$ cat config.mk
export PLATFORM = sky130hd
export DESIGN_NAME = dm_arbiter
export DESIGN_NICKNAME = d
export VERILOG_FILES = /design/src/rtl/dm_arbiter.sv
export SDC_FILE = /design/constraint.sdc
export NUM_CORES = 1
export LEC_CHECK = 0
export CAP_MARGIN = 30
export CORE_AREA = 4 4 80 82
export DETAILED_ROUTE_END_ITERATION = 16
export DIE_AREA = 0 0 84 86
export DONT_BUFFER_PORTS = 1
export SYNTH_ARGS = -nofsm -noshare
export SYNTH_HDL_FRONTEND = slang
export SYNTH_SLANG_ARGS = --single-unit
export TNS_END_PERCENT = 20
$ cat constraint.sdc
create_clock -name clk -period 3.6 [get_ports clk]
set_clock_uncertainty 0.05 [all_clocks]
set_input_delay 0.72 -clock clk [delete_from_list [all_inputs] [get_ports clk]]
set_output_delay 0.72 -clock clk [all_outputs]
set_load 0.005 [all_outputs]
$ cat src/rtl/dm_arbiter.sv
// Two-port arbiter sharing a single-ported data memory between the CPU datapath
// (port 0) and a loader/debug master (port 1): one-cycle access, one-cycle ack.
module dm_arbiter #(
    parameter int ADDR_W     = 4,
    parameter int DATA_W     = 32,
    parameter bit FIXED_PRIO = 1'b0
) (
    input  logic              clk,
    input  logic              rst,
    input  logic              req0,
    input  logic              we0,
    input  logic [ADDR_W-1:0] addr0,
    input  logic [DATA_W-1:0] wdata0,
    output logic              ack0,
    output logic [DATA_W-1:0] rdata0,
    input  logic              req1,
    input  logic              we1,
    input  logic [ADDR_W-1:0] addr1,
    input  logic [DATA_W-1:0] wdata1,
    output logic              ack1,
    output logic [DATA_W-1:0] rdata1,
    output logic [DATA_W-1:0] dm_write_data,
    output logic              dm_MemWrite,
    output logic              dm_MemRead,
    output logic [ADDR_W-1:0] dm_addr,
    input  logic [DATA_W-1:0] dm_read_data
);

    typedef enum logic {
        IDLE = 1'b0,
        ACK  = 1'b1
    } state_t;

    state_t            state_reg;
    logic              last_grant_reg;
    logic              ack0_reg;
    logic              ack1_reg;
    logic [DATA_W-1:0] rdata_reg;

    logic any_req;
    logic grant;
    logic access;

    // grant is only meaningful when any_req is set
    always_comb begin
        any_req = req0 | req1;
        if (req0 && req1) begin
            grant = FIXED_PRIO ? 1'b0 : ~last_grant_reg;
        end else begin
            grant = req1;
        end
        access = (state_reg == IDLE) && any_req && !rst;
    end

    // The memory pins are live only during an access cycle; reset blocks any write.
    always_comb begin
        dm_write_data = '0;
        dm_MemWrite   = 1'b0;
        dm_MemRead    = 1'b0;
        dm_addr       = '0;
        if (access) begin
            dm_addr       = grant ? addr1  : addr0;
            dm_write_data = grant ? wdata1 : wdata0;
            dm_MemWrite   = grant ? we1    : we0;
            dm_MemRead    = grant ? ~we1   : ~we0;
        end
    end

    always_ff @(posedge clk) begin
        if (rst) begin
            state_reg      <= IDLE;
            last_grant_reg <= 1'b1;
            ack0_reg       <= 1'b0;
            ack1_reg       <= 1'b0;
            rdata_reg      <= '0;
        end else begin
            case (state_reg)
                IDLE: begin
                    ack0_reg <= 1'b0;
                    ack1_reg <= 1'b0;
                    if (any_req) begin
                        // for a write this captures the pre-write contents
                        rdata_reg      <= dm_read_data;
                        last_grant_reg <= grant;
                        ack0_reg       <= ~grant;
                        ack1_reg       <= grant;
                        state_reg      <= ACK;
                    end
                end
                ACK: begin
                    ack0_reg  <= 1'b0;
                    ack1_reg  <= 1'b0;
                    state_reg <= IDLE;
                end
                default: begin
                    ack0_reg  <= 1'b0;
                    ack1_reg  <= 1'b0;
                    state_reg <= IDLE;
                end
            endcase
        end
    end

    assign ack0   = ack0_reg;
    assign ack1   = ack1_reg;
    assign rdata0 = rdata_reg;
    assign rdata1 = rdata_reg;

endmodule

==> impl_metrics.py, run 1 <==
metrics = {
    "outcome": {
        "outcome": "complete, no violations",
    },
    "clock_network": {
        "cts_setup_buffers": 0,
        "cts_tree": "built",
        "cts_resized": 0,
        "holdBufCountCts": 0,
        "cts.sinks": 36,
        "clkLatencyLatePin_ps": 270,
        "clk_path_buf_depth": 2,
        "cts_buffers": 5,
        "clock-root-buffer": "clkbuf_8",
        "cts_max_level": 2,
        "cts.reportedPaths.clkPinSlew_ps": 70,
    },
    "timing": {
        "fin_crit_ps": 2620,
        "hold_violations": 0,
        "tightest_slew_ps": 859,
        "maxSlewViolCount": 0,
        "finalSetupViolCount": 0,
        "period_share_pct": 72.8,
        "relSlewSlack_pct": 42.6,
        "setup_tns_ps": 0,
        "rsz0062_at_grt": "false",
        "hold_ws_ps": 449,
        "max_freq_ghz": 0.381,
    },
    "synth": {
        "synth_compound_area_share_pct": 19.6,
        "synth_top_family_by_area": "simple AND/OR/NAND/NOR gates",
        "synth-xor-area-share_pct": 0,
        "ys_seq_area_share_pct": 35.3,
        "syn-cell-area_um2": 2040,
        "synth.avg_cell_area_um2": 6.63,
        "synthSimpleGateAreaFrac_pct": 26.8,
        "syn_inst": 308,
        "synth_nets": 418,
        "yosys_warnings": 0,
        "synthMuxAreaShare_pct": 0.490,
        "synthAdderAreaFrac_pct": 0,
        "synth_cell_type_count": 20,
        "synth_seq_cells": 36,
    },
    "power_and_ir_drop": {
        "p_sw_share_pct": 28.9,
        "p_leak_nw": 0.761,
        "power.total_mw": 0.882,
        "pwr-share-comb_pct": 15.0,
        "p_int_mw": 0.627,
        "ir_drop_uv": 138,
        "power-per-cell-area_nw_per_um2": 466,
        "switching_power_mw": 0.255,
        "pwr-share-clk_pct": 32.8,
        "p_seq_share_pct": 52.2,
    },
    "floorplanning": {
        "initial_utilization_pct": 35.6,
        "die_w_um": 84,
        "die_area_um2": 7220,
        "ios": 214,
        "fp.coreArea_um2": 5750,
        "rows": 28,
        "dieHeight_um": 86,
    },
    "routing": {
        "viasPerCell": 5.25,
        "drc": 0,
        "drt_wl_total_um": 5470,
        "drtIter0Drc": 79,
        "antenna_left": 0,
        "dr.pass1.iters": 4,
        "wl_per_cell_um": 16.1,
        "vias": 1784,
    },
    "worst_setup_path": {
        "cp_num_cells": 3,
        "endpoint_kind": "primary output",
        "crit_arrival_ps": 1850,
        "crit_chain": "a21bo_2, mux2i_1, nor2b_1",
        "path_delay_family": "compound AO/OA/AOI/OAI gates",
        "cp_slowest_stage_delay_ps": 590,
        "crit_required_ps": 2830,
        "r2r_start": "state_reg",
        "path_max_fanout": 38,
        "worst-setup-path-type": "in -> out",
        "rrSetupSlack_ps": 2180,
        "crit_buf_inv": 0,
        "worstSetupStartpointType": "input pin",
        "reg2reg_to": "rdata0[3]",
        "cp-startpoint": "req1",
        "crit_path_top_delay_cell": "a21bo_2",
        "rr_worst_depth": 3,
    },
    "grt": {
        "overflow": 0,
        "grt_pass1_wl_um": 8070,
        "grtUsageTotal_pct": 13.7,
        "grt_max_degree": 39,
        "first_global_vias": 1586,
        "antenna_found_initial": 0,
    },
    "layout": {
        "final_cell_mix": "136 x nand2_1, 68 x a21oi_1, 36 x dfxtp_1",
        "nets": 374,
        "drive_above_1_share_pct": 5.28,
        "fin_util_pct": 32.9,
        "area_growth_pct": -7.41,
        "largest_register_ffs": 32,
        "stdcell_count": 340,
        "regArea_um2": 721,
        "n_fill_cell": 641,
        "multiInputGateArea_um2": 965,
        "n_antenna_cell": 0,
        "final_common_cell": "nand2_1",
    },
    "worst_hold_path": {
        "hp-start": "rdata0[5]",
        "hold_path_end": "rdata0[5]",
        "worstHoldPathCells": 2,
        "hold_path.class": "reg -> reg",
    },
    "place": {
        "dp_cells": 332,
        "io_buffers": 0,
        "dp_hpwl_um": 4200,
        "place_congestion": 0.789,
    },
    "run": {
        "max_cap_violations": 0,
    },
}
-- cell families (layout without fill, tap and decap cells) --
logic type             count (synthesis)  in the layout
AO/OA/AOI/OAI                         74             74
buffers and inverters                 54             11
multiplexers                           1              1
flip-flops                            36             36
AND/OR/NAND/NOR                      143            143
-- per-layer routing --
| metal | up-vias | routed length (um) | global-route usage (%) |
|---|---|---|---|
| met5 | - | 0 | 0 |
| met4 | 0 | 106 | 5.56 |
| met3 | 9 | 544 | 3.75 |
| met2 | 125 | 2850 | 24.8 |
| met1 | 786 | 1960 | 15.2 |
| li1 | 864 | - | - |
-- power groups by stage --
stage               logic (mW)  registers, mW  clock network, mW
floorplan                0.163          0.458                  0
global placement         0.130          0.470                  0
finish                   0.132          0.460              0.290
global route             0.154          0.465              0.321
detailed placement       0.135          0.471                  0
CTS                      0.135          0.461              0.302
-- worst reg2reg max path, cell delays in order, from the launching register on --
cell and delay, ps:
dfxtp_1 350, o21ba_2 680, nand2_1 150, a21oi_1 150
-- cells in the mapped netlist --
library cell / instances / area [um^2]
nand2_1: 136 / 510
a21oi_1: 68 / 340
dfxtp_1: 36 / 721
buf_4: 32 / 240
buf_2: 10 / 50.1
clkbuf_1: 7 / 26.3
buf_6: 4 / 45.0
nor2_1: 3 / 11.3
a211o_1: 1 / 8.76
a21bo_2: 1 / 10.0
a21boi_4: 1 / 18.8
inv_1: 1 / 3.75
mux2i_1: 1 / 10.0
nand2b_1: 1 / 6.26
nor2b_1: 1 / 6.26
nor3_1: 1 / 5.00
nor3b_1: 1 / 7.51
o21ai_1: 1 / 5.00
o21ba_2: 1 / 10.0
o21bai_1: 1 / 7.51
-- worst max-delay path by stage --
stage,endpoint,slack [ps]
6_report,dm_MemRead,980
4_1_cts,dm_MemRead,980
3_5_place_dp,dm_MemRead,990
5_1_grt,dm_write_data[12],850
2_1_floorplan,dm_MemWrite,1420
3_3_place_gp,dm_write_data[5],1040
-- metrics by stage --
step | instance area (um^2) | setup WS (ps)
6_report | 1890 | 978
5_1_grt | 1890 | 845
4_1_cts | 1890 | 983
3_5_place_dp | 1800 | 987
3_3_place_gp | 1800 | 1040
2_1_floorplan | 2040 | 1420
-- cell type report --
type / instances / share of cell area (%)
multi-input cells: 218 / 51.0
flip-flops and latches: 36 / 38.1
well taps: 75 / 4.96
clock buffers: 7 / 4.56
repair buffers: 2 / 0.794
clock inverters: 1 / 0.397
inverters: 1 / 0.198
No activity file was read; power rests on OpenSTA's default activity.
==> run 2: changes to the inputs <==
==> constraint.sdc (replaced) <==
create_clock -name clk -period 2.3 [get_ports clk]
set_clock_uncertainty 0.05 [all_clocks]
set_input_delay 0.46 -clock clk [delete_from_list [all_inputs] [get_ports clk]]
set_output_delay 0.46 -clock clk [all_outputs]
set_load 0.005 [all_outputs]
==> run 2 against run 1 <==
  * Count of clock-buffer cells in the layout fell by 2
  * Power rose by 56%
  * Register-to-register slack got worse by 1300 ps
  * Via count rose by 0.39%
  * Die area did not move
  * Sequential power rose by 57%
  * Final area rose by 1.8%
  * Setup slack got worse by 700 ps
  * Global-route usage rose by 0.56 points
  * Clock power rose by 51%
  * Critical path type is now reg -> out
  * Hold slack got worse by 260 ps
  * Combinational power rose by 66%
  * Critical endpoint is now dm_write_data[12]
==> impl_metrics.py, run 2 (synthesis results as in run 1) <==
metrics = {
    "layout": {
        "final_common_cell": "nand2_1",
        "stdcell_count": 342,
        "area_growth_pct": -5.76,
        "post-route-cell-area_um2": 1930,
        "n_antenna_cell": 0,
        "nets": 376,
        "n_fill_cell": 645,
        "drive_above_1_share_pct": 6.37,
        "largest_register_ffs": 32,
        "fin_util_pct": 33.5,
        "final_cell_mix": "136 x nand2_1, 68 x a21oi_1, 36 x dfxtp_1",
    },
    "grt": {
        "grt_max_degree": 40,
        "grt_pass1_wl_um": 8270,
        "grtUsageTotal_pct": 14.3,
        "antenna_found_initial": 0,
        "first_global_vias": 1708,
        "overflow": 0,
    },
    "floorplanning": {
        "dieHeight_um": 86,
        "fp.coreArea_um2": 5750,
        "ios": 214,
        "initial_utilization_pct": 35.6,
        "rows": 28,
        "die_area_um2": 7220,
        "die_w_um": 84,
    },
    "place": {
        "dp_cells": 334,
        "dp_hpwl_um": 4330,
        "io_buffers": 0,
        "place_congestion": 0.773,
        "dpl_cell_area_um2": 1840,
    },
    "worst_setup_path": {
        "path_max_fanout": 33,
        "r2r_start": "state_reg",
        "crit_chain": "a21bo_2, buf_12, nand2_1, a21oi_1",
        "crit_buf_inv": 1,
        "crit_path_end": "dm_write_data[12]",
        "worstSetupStartpointType": "register",
        "cp_slowest_stage_delay_ps": 440,
        "crit_path_top_delay_cell": "dfxtp_1",
        "rr_worst_depth": 3,
        "cp_num_cells": 4,
        "worst-setup-path-type": "reg -> out",
        "rrSetupSlack_ps": 860,
        "cp-startpoint": "last_grant_reg",
        "endpoint_kind": "primary output",
        "crit_arrival_ps": 1510,
        "path_delay_family": "compound AO/OA/AOI/OAI gates",
        "reg2reg_to": "rdata0[31]",
        "crit_required_ps": 1790,
    },
    "power_and_ir_drop": {
        "pwr-share-clk_pct": 31.9,
        "power-per-cell-area_nw_per_um2": 715,
        "pwr-share-comb_pct": 15.9,
        "switching_power_mw": 0.418,
        "p_leak_nw": 0.784,
        "p_int_mw": 0.959,
        "p_seq_share_pct": 52.2,
        "p_sw_share_pct": 30.4,
        "ir_drop_uv": 397,
    },
    "timing": {
        "fin_crit_ps": 2020,
        "tightest_slew_ps": 675,
        "rsz0062_at_grt": "false",
        "maxSlewViolCount": 0,
        "period_share_pct": 87.7,
        "setup_tns_ps": 0,
        "finalSetupViolCount": 0,
        "relSlewSlack_pct": 55.0,
        "max_freq_ghz": 0.496,
        "hold_violations": 0,
    },
    "clock_network": {
        "cts.reportedPaths.clkPinSlew_ps": 70,
        "cts_setup_buffers": 0,
        "clock-root-buffer": "clkbuf_8",
        "cts_max_level": 2,
        "cts_resized": 0,
        "cts.sinks": 36,
        "holdBufCountCts": 0,
        "clk_path_buf_depth": 2,
        "cts_buffers": 5,
        "clkLatencyLatePin_ps": 280,
        "cts_tree": "built",
    },
    "worst_hold_path": {
        "hold_path.class": "in -> reg",
    },
    "routing": {
        "dr.pass1.iters": 5,
        "wl_per_cell_um": 16.3,
        "drc": 0,
        "vias": 1791,
        "drtIter0Drc": 63,
        "drt_wl_total_um": 5580,
        "antenna_left": 0,
        "viasPerCell": 5.24,
    },
    "run": {
        "max_cap_violations": 0,
    },
    "outcome": {
        "outcome": "complete, no violations",
    },
}
## run 2: cell count changes in the layout (fill, tap and decap cells not counted)
cell / delta
clkbuf_1: -1
clkbuf_8: -1
buf_12: +2
clkinv_4: +1
clkinvlp_4: -1
clkinv_2: +2
## run 2: stage by stage
| stage | power (mW) | hold WS [ps] | worst slack, ps |
|---|---|---|---|
| after floorplan | 0.971 | 415 | 644 |
| after global placement | 0.951 | 434 | 526 |
| after detailed placement | 0.960 | 441 | 502 |
| after CTS | 1.41 | 174 | 242 |
| after global routing | 1.47 | 169 | 177 |
| final | 1.38 | 189 | 282 |
## run 2: how the worst min path moves through the flow
| stage | startpoint | to | slack [ps] | cells past startpoint |
|---|---|---|---|---|
| finish | rst | rdata0[13] | 190 | 1 |
| global route | rst | rdata0[0] | 170 | 1 |
| CTS | rst | rdata0[13] | 170 | 1 |
| detailed placement | rdata0[9] | rdata0[9] | 440 | 2 |
| global placement | rdata0[9] | rdata0[9] | 430 | 2 |
| floorplan | state_reg | ack1 | 420 | 1 |
## run 2: cell type report
| class | count | area [um^2] | share of cell area (%) |
|---|---|---|---|
| Clock inverter | 3 | 18.8 | 0.975 |
| Clock buffer | 5 | 68.8 | 3.57 |
| Multi-Input combinational cell | 218 | 965 | 50.1 |
| Sequential cell | 36 | 721 | 37.4 |
| Timing Repair Buffer | 4 | 55.1 | 2.86 |
| Inverter | 1 | 3.75 | 0.195 |
| Tap cell | 75 | 93.8 | 4.87 |
## run 2: metal layers
layer  share of wire (%)  GRT usage (%)  vias to the layer above
met2                  53           27.2                      132
met3                  11           3.94                       17
li1                    -              -                      867
met5                   0              0                        -
met1                  33           14.2                      775
met4                 2.7           7.02                        0
## run 2: worst reg2reg max path: stages, from the launching register on
cell     delay, ps
dfxtp_1        350
o21ba_2        680
nand2_1        150
a21oi_1        150
## run 2: power groups by stage
stage / Combinational (mW) / Clock, mW / Sequential, mW
floorplan: 0.255 / 0 / 0.717
global route: 0.254 / 0.490 / 0.727
detailed placement: 0.223 / 0 / 0.736
CTS: 0.223 / 0.464 / 0.721
finish: 0.219 / 0.439 / 0.720
global placement: 0.216 / 0 / 0.735
==> patch 1 (flow settings as in run 2) <==
Change the parameter `DATA_W` from 32 to 36.
--- a/src/rtl/dm_arbiter.sv
+++ b/src/rtl/dm_arbiter.sv
@@ -3,5 +3,5 @@
 module dm_arbiter #(
     parameter int ADDR_W     = 4,
-    parameter int DATA_W     = 32,
+    parameter int DATA_W     = 36,
     parameter bit FIXED_PRIO = 1'b0
 ) (
Interface: changed (6 resized); port bits go from 214 to 238. The function was not compared with the original's and may differ.
==> patch 1 against run 2 <==
Worst setup slack lost 0.076 ns. Count of clock-buffer cells in the layout increased by 2. Sequential cell count up 4. Area after synthesis increased by 11%. Die area did not move. Routed wire length grew 11%. Core utilization up 3.1 points. Via count up 11%. Sequential power rose by 11%. Final area grew 9.2%. Global-route usage is 0.88 points higher. First-iteration DRC count rose by 16%. Power grew 9.8%. Critical endpoint is now dm_write_data[8]. Largest cell class unchanged.
==> patch 1: results (changes against run 2) <==
<table>
<tr><th>Metric</th><th>Value</th></tr>
<tr><th colspan="2">Yosys</th></tr>
<tr><td>Cell types with the highest counts after synthesis</td><td>sky130_fd_sc_hd__nand2_1 (152), sky130_fd_sc_hd__a21oi_1 (76), sky130_fd_sc_hd__buf_4 (42)</td></tr>
<tr><td>Sequential element share of the synthesized area</td><td>35.28% (about the same)</td></tr>
<tr><td>Largest cells by area after synthesis</td><td>sky130_fd_sc_hd__dfxtp_1 (35%), sky130_fd_sc_hd__nand2_1 (25%), sky130_fd_sc_hd__a21oi_1 (17%)</td></tr>
<tr><td>Net count after synthesis</td><td>466 (+11%)</td></tr>
<tr><th colspan="2">STA</th></tr>
<tr><td>Headroom to the max-slew limit</td><td>73.75% (+19 points)</td></tr>
<tr><td>Worst hold slack</td><td>0.1876 ns (-0.0009790 ns)</td></tr>
<tr><th colspan="2">Power and ir drop</th></tr>
<tr><td>Reported leakage power</td><td>0.8544 nW (+9.0%)</td></tr>
<tr><td>Switch share</td><td>29.28% (-1.1 points)</td></tr>
<tr><td>Power dissipated in the clock network</td><td>0.478 mW (+8.9%)</td></tr>
<tr><td>Power density over the cells</td><td>719.2 nW/µm² (+0.54%)</td></tr>
<tr><th colspan="2">Placement</th></tr>
<tr><td>Number of placed cells counting well taps</td><td>365 (+9.3%)</td></tr>
<tr><td>Post-Place Setup Slack</td><td>0.4103 ns (-0.09124 ns)</td></tr>
<tr><td>Final HPWL DP</td><td>4787 µm (+11%)</td></tr>
<tr><td>Post-Place Cell Area</td><td>2008 µm² (+9.3%)</td></tr>
<tr><td>RD Place Congestion</td><td>0.7421 (-4.0%)</td></tr>
<tr><th colspan="2">Finish</th></tr>
<tr><td>Max reg flops</td><td>36 (+13%)</td></tr>
<tr><td>Fill cell total of the finished layout</td><td>638 (-1.1%)</td></tr>
<tr><th colspan="2">Global route</th></tr>
<tr><td>Pin count of the biggest net entering global routing</td><td>44 (+10%)</td></tr>
<tr><td>GR Util All Layers</td><td>15.16% (+0.88 points)</td></tr>
<tr><td>First-pass GRT wire length</td><td>8970 µm (+8.5%)</td></tr>
<tr><td>Number of global-route vias before repair</td><td>1,864 (+9.1%)</td></tr>
<tr><td>Number of antenna violations at the first check in global routing</td><td>1 (+1)</td></tr>
<tr><th colspan="2">Setup path</th></tr>
<tr><td>Maximum single-stage delay on the critical path</td><td>0.40 ns (-0.04 ns)</td></tr>
<tr><td>Worst flop-to-flop path endpoint</td><td>rdata0[13]</td></tr>
<tr><td>Worst R2R Setup Slack</td><td>0.99 ns (+0.13 ns)</td></tr>
<tr><td>Maximum fanout count along the critical path</td><td>19 (-42%)</td></tr>
<tr><td>Reg2Reg Depth</td><td>4 (+1)</td></tr>
<tr><th colspan="2">Routing</th></tr>
<tr><td>Iter 0 DRT Violations</td><td>73 (+16%)</td></tr>
<tr><td>Met3 wire len</td><td>694 µm (+13%)</td></tr>
<tr><td>Highest metal layer with signal wires</td><td>met5</td></tr>
<tr><th colspan="2">Status</th></tr>
<tr><td>Run status</td><td>complete, no violations</td></tr>
</table>
[patch 1: cell count changes after synthesis, moves of 3 or more]
| cell | delta |
|---|---|
| sky130_fd_sc_hd__buf_4 | +10 |
| sky130_fd_sc_hd__dfxtp_1 | +4 |
| sky130_fd_sc_hd__buf_6 | -3 |
| sky130_fd_sc_hd__nand2_1 | +16 |
| sky130_fd_sc_hd__a21oi_1 | +8 |
[patch 1: logic make-up (layout without fill, tap and decap cells)]
logic type	Yosys count	in the layout	synth area share, %
AOI/OAI and AO/OA	82	82	19.40
and+or+nand+nor	159	159	26.74
muxes	1	1	0.4410
buffers and inverters	62	16	18.14
DFF	40	40	35.28
[patch 1: worst max path at each step]
stage	startpoint	end	slack, ns	depth (start not counted)
after floorplan	req0	dm_MemRead	0.54	5
after global placement	req1	dm_write_data[2]	0.43	4
after detailed placement	req1	dm_write_data[2]	0.41	4
after CTS	last_grant_reg	dm_write_data[2]	0.18	4
after global routing	last_grant_reg	dm_write_data[2]	0.04	4
final	last_grant_reg	dm_write_data[8]	0.21	4
[patch 1: layer usage]
layer  vias to the layer above  global-route usage, %
met5                         -                      0
met4                         2                  4.971
met3                        10                  5.476
met2                       131                  27.77
met1                       882                  16.19
li1                        967                      -
[patch 1: cell type report]
| cell class | count | area (µm²) | share of cell area (%) |
|---|---|---|---|
| flip-flops and latches | 40 | 800.8 | 38.10 |
| multi-input cells | 242 | 1057 | 50.30 |
| clock buffers | 7 | 86.33 | 4.107 |
| repair buffers | 7 | 52.55 | 2.500 |
| inverters | 1 | 3.754 | 0.1786 |
| well taps | 75 | 93.84 | 4.464 |
| clock inverters | 1 | 7.507 | 0.3571 |
==> patch 2 (settings of run 2) <==
Made on the original files. Make the reset (`rst`) asynchronous in one clocked block.
--- a/src/rtl/dm_arbiter.sv
+++ b/src/rtl/dm_arbiter.sv
@@ -67,5 +67,5 @@
     end
 
-    always_ff @(posedge clk) begin
+    always_ff @(posedge clk or posedge rst) begin
         if (rst) begin
             state_reg      <= IDLE;
Behaviour: differs if rst is asserted again (counterexample within 4 cycles, from zero or initial values and one cycle with rst high); with rst held inactive, the same outputs for 10 cycles.
==> patch 2 against run 2 <==
Routed wire length down 5.5%. Final area up 15%. Sequential cell count unchanged. Critical path depth down 1. Power up 32%. Worst setup slack worse by 0.15 ns. Count of clock-buffer cells in the layout up 1. Non-clock buffer count up 4. Critical path type unchanged. Highest routed layer is now met5. Die area unchanged. Clock power up 22%. Core utilization up 5.0 points. Area after synthesis up 12%.
==> patch 2: results (changes against run 2) <==
<table>
<tr><th>Metric</th><th>Value</th></tr>
<tr><th colspan="2">Finish</th></tr>
<tr><td>Fill cell total of the finished layout</td><td>576 (-11%)</td></tr>
<tr><td>Non-Filler Instances</td><td>281 (-18%)</td></tr>
<tr><td>Area growth syn-to-layout</td><td>-3.649%</td></tr>
<tr><th colspan="2">Min path</th></tr>
<tr><td>Launch instance of the worst min-delay path</td><td>req0</td></tr>
<tr><th colspan="2">Global route</th></tr>
<tr><td>Number of global-route vias before repair</td><td>1,505 (-12%)</td></tr>
<tr><td>Number of antenna violations at the first check in global routing</td><td>1 (+1)</td></tr>
<tr><th colspan="2">Setup path</th></tr>
<tr><td>Maximum single-stage delay on the critical path</td><td>0.59 ns (+0.15 ns)</td></tr>
<tr><td>Crit-path slowest cell</td><td>sky130_fd_sc_hd__dfstp_2</td></tr>
<tr><td>Last element of the critical path</td><td>dm_MemRead</td></tr>
<tr><td>Worst R2R Setup Slack</td><td>0.83 ns (-0.03 ns)</td></tr>
<tr><td>Maximum fanout count along the critical path</td><td>26 (-21%)</td></tr>
<tr><td>Worst R2R Start</td><td>state_reg</td></tr>
<tr><td>Data arrival, critical path</td><td>1.66 ns (+0.15 ns)</td></tr>
<tr><th colspan="2">Yosys</th></tr>
<tr><td>Cell types with the highest counts after synthesis</td><td>sky130_fd_sc_hd__nand2_1 (72), sky130_fd_sc_hd__buf_4 (36), sky130_fd_sc_hd__dfrtp_1 (35)</td></tr>
<tr><td>Sequential element share of the synthesized area</td><td>39.27% (+4.0 points)</td></tr>
<tr><td>Post-synth ARST share</td><td>100.0% (+100 points)</td></tr>
<tr><td>Gate Count Post-Synth</td><td>236 (-23%)</td></tr>
<tr><th colspan="2">Routing</th></tr>
<tr><td>Drt wl/cell</td><td>18.76 µm (+15%)</td></tr>
<tr><td>Number of iterations in the first detailed-routing pass</td><td>4 (-1)</td></tr>
<tr><td>Avg Vias per Cell</td><td>5.256 (+0.37%)</td></tr>
<tr><td>Wire length the detailed router placed on met1</td><td>1779 µm (-4.3%)</td></tr>
<tr><td>Iter 0 DRT Violations</td><td>55 (-13%)</td></tr>
<tr><th colspan="2">STA</th></tr>
<tr><td>Slew at the pin closest to its max-slew limit</td><td>0.4481 ns (-0.2272 ns)</td></tr>
<tr><th colspan="2">Status</th></tr>
<tr><td>Run status</td><td>complete, no violations</td></tr>
<tr><th colspan="2">Placement</th></tr>
<tr><td>Number of placed cells counting well taps</td><td>273 (-18%)</td></tr>
<tr><td>Post-Place Setup Slack</td><td>0.2693 ns (-0.2322 ns)</td></tr>
<tr><th colspan="2">Power and ir drop</th></tr>
<tr><td>Combinational power</td><td>0.387 mW (+77%)</td></tr>
<tr><td>Total internal power</td><td>1.255 mW (+31%)</td></tr>
<tr><td>Reported leakage power</td><td>0.9119 nW (+16%)</td></tr>
</table>
## patch 2: cell count changes in the layout (fill, tap and decap cells not counted), moves of 2 or more
cell,run 2,this run
sky130_fd_sc_hd__buf_4,2,7
sky130_fd_sc_hd__dfrtp_1,0,35
sky130_fd_sc_hd__inv_1,1,3
sky130_fd_sc_hd__mux2_2,0,32
sky130_fd_sc_hd__a21oi_2,0,29
sky130_fd_sc_hd__a21oi_1,68,8
sky130_fd_sc_hd__nand2_1,136,72
sky130_fd_sc_hd__dfxtp_1,36,0
## patch 2: logic make-up (layout without fill, tap and decap cells)
logic type	Yosys count	count (layout)	synth area share (%)
simple gates	77	77	13.13
buf+inv	49	19	16.34
compound gates	41	41	15.14
flops	36	36	39.27
mux	33	33	16.12
## patch 2: layout make-up
class	count	area share (%)
Clock inverter	2	1.583
Multi-Input combinational cell	151	46.35
Clock buffer	6	3.279
Timing Repair Buffer	8	3.279
Tap cell	75	4.240
Sequential cell	36	40.76
Inverter	3	0.5088
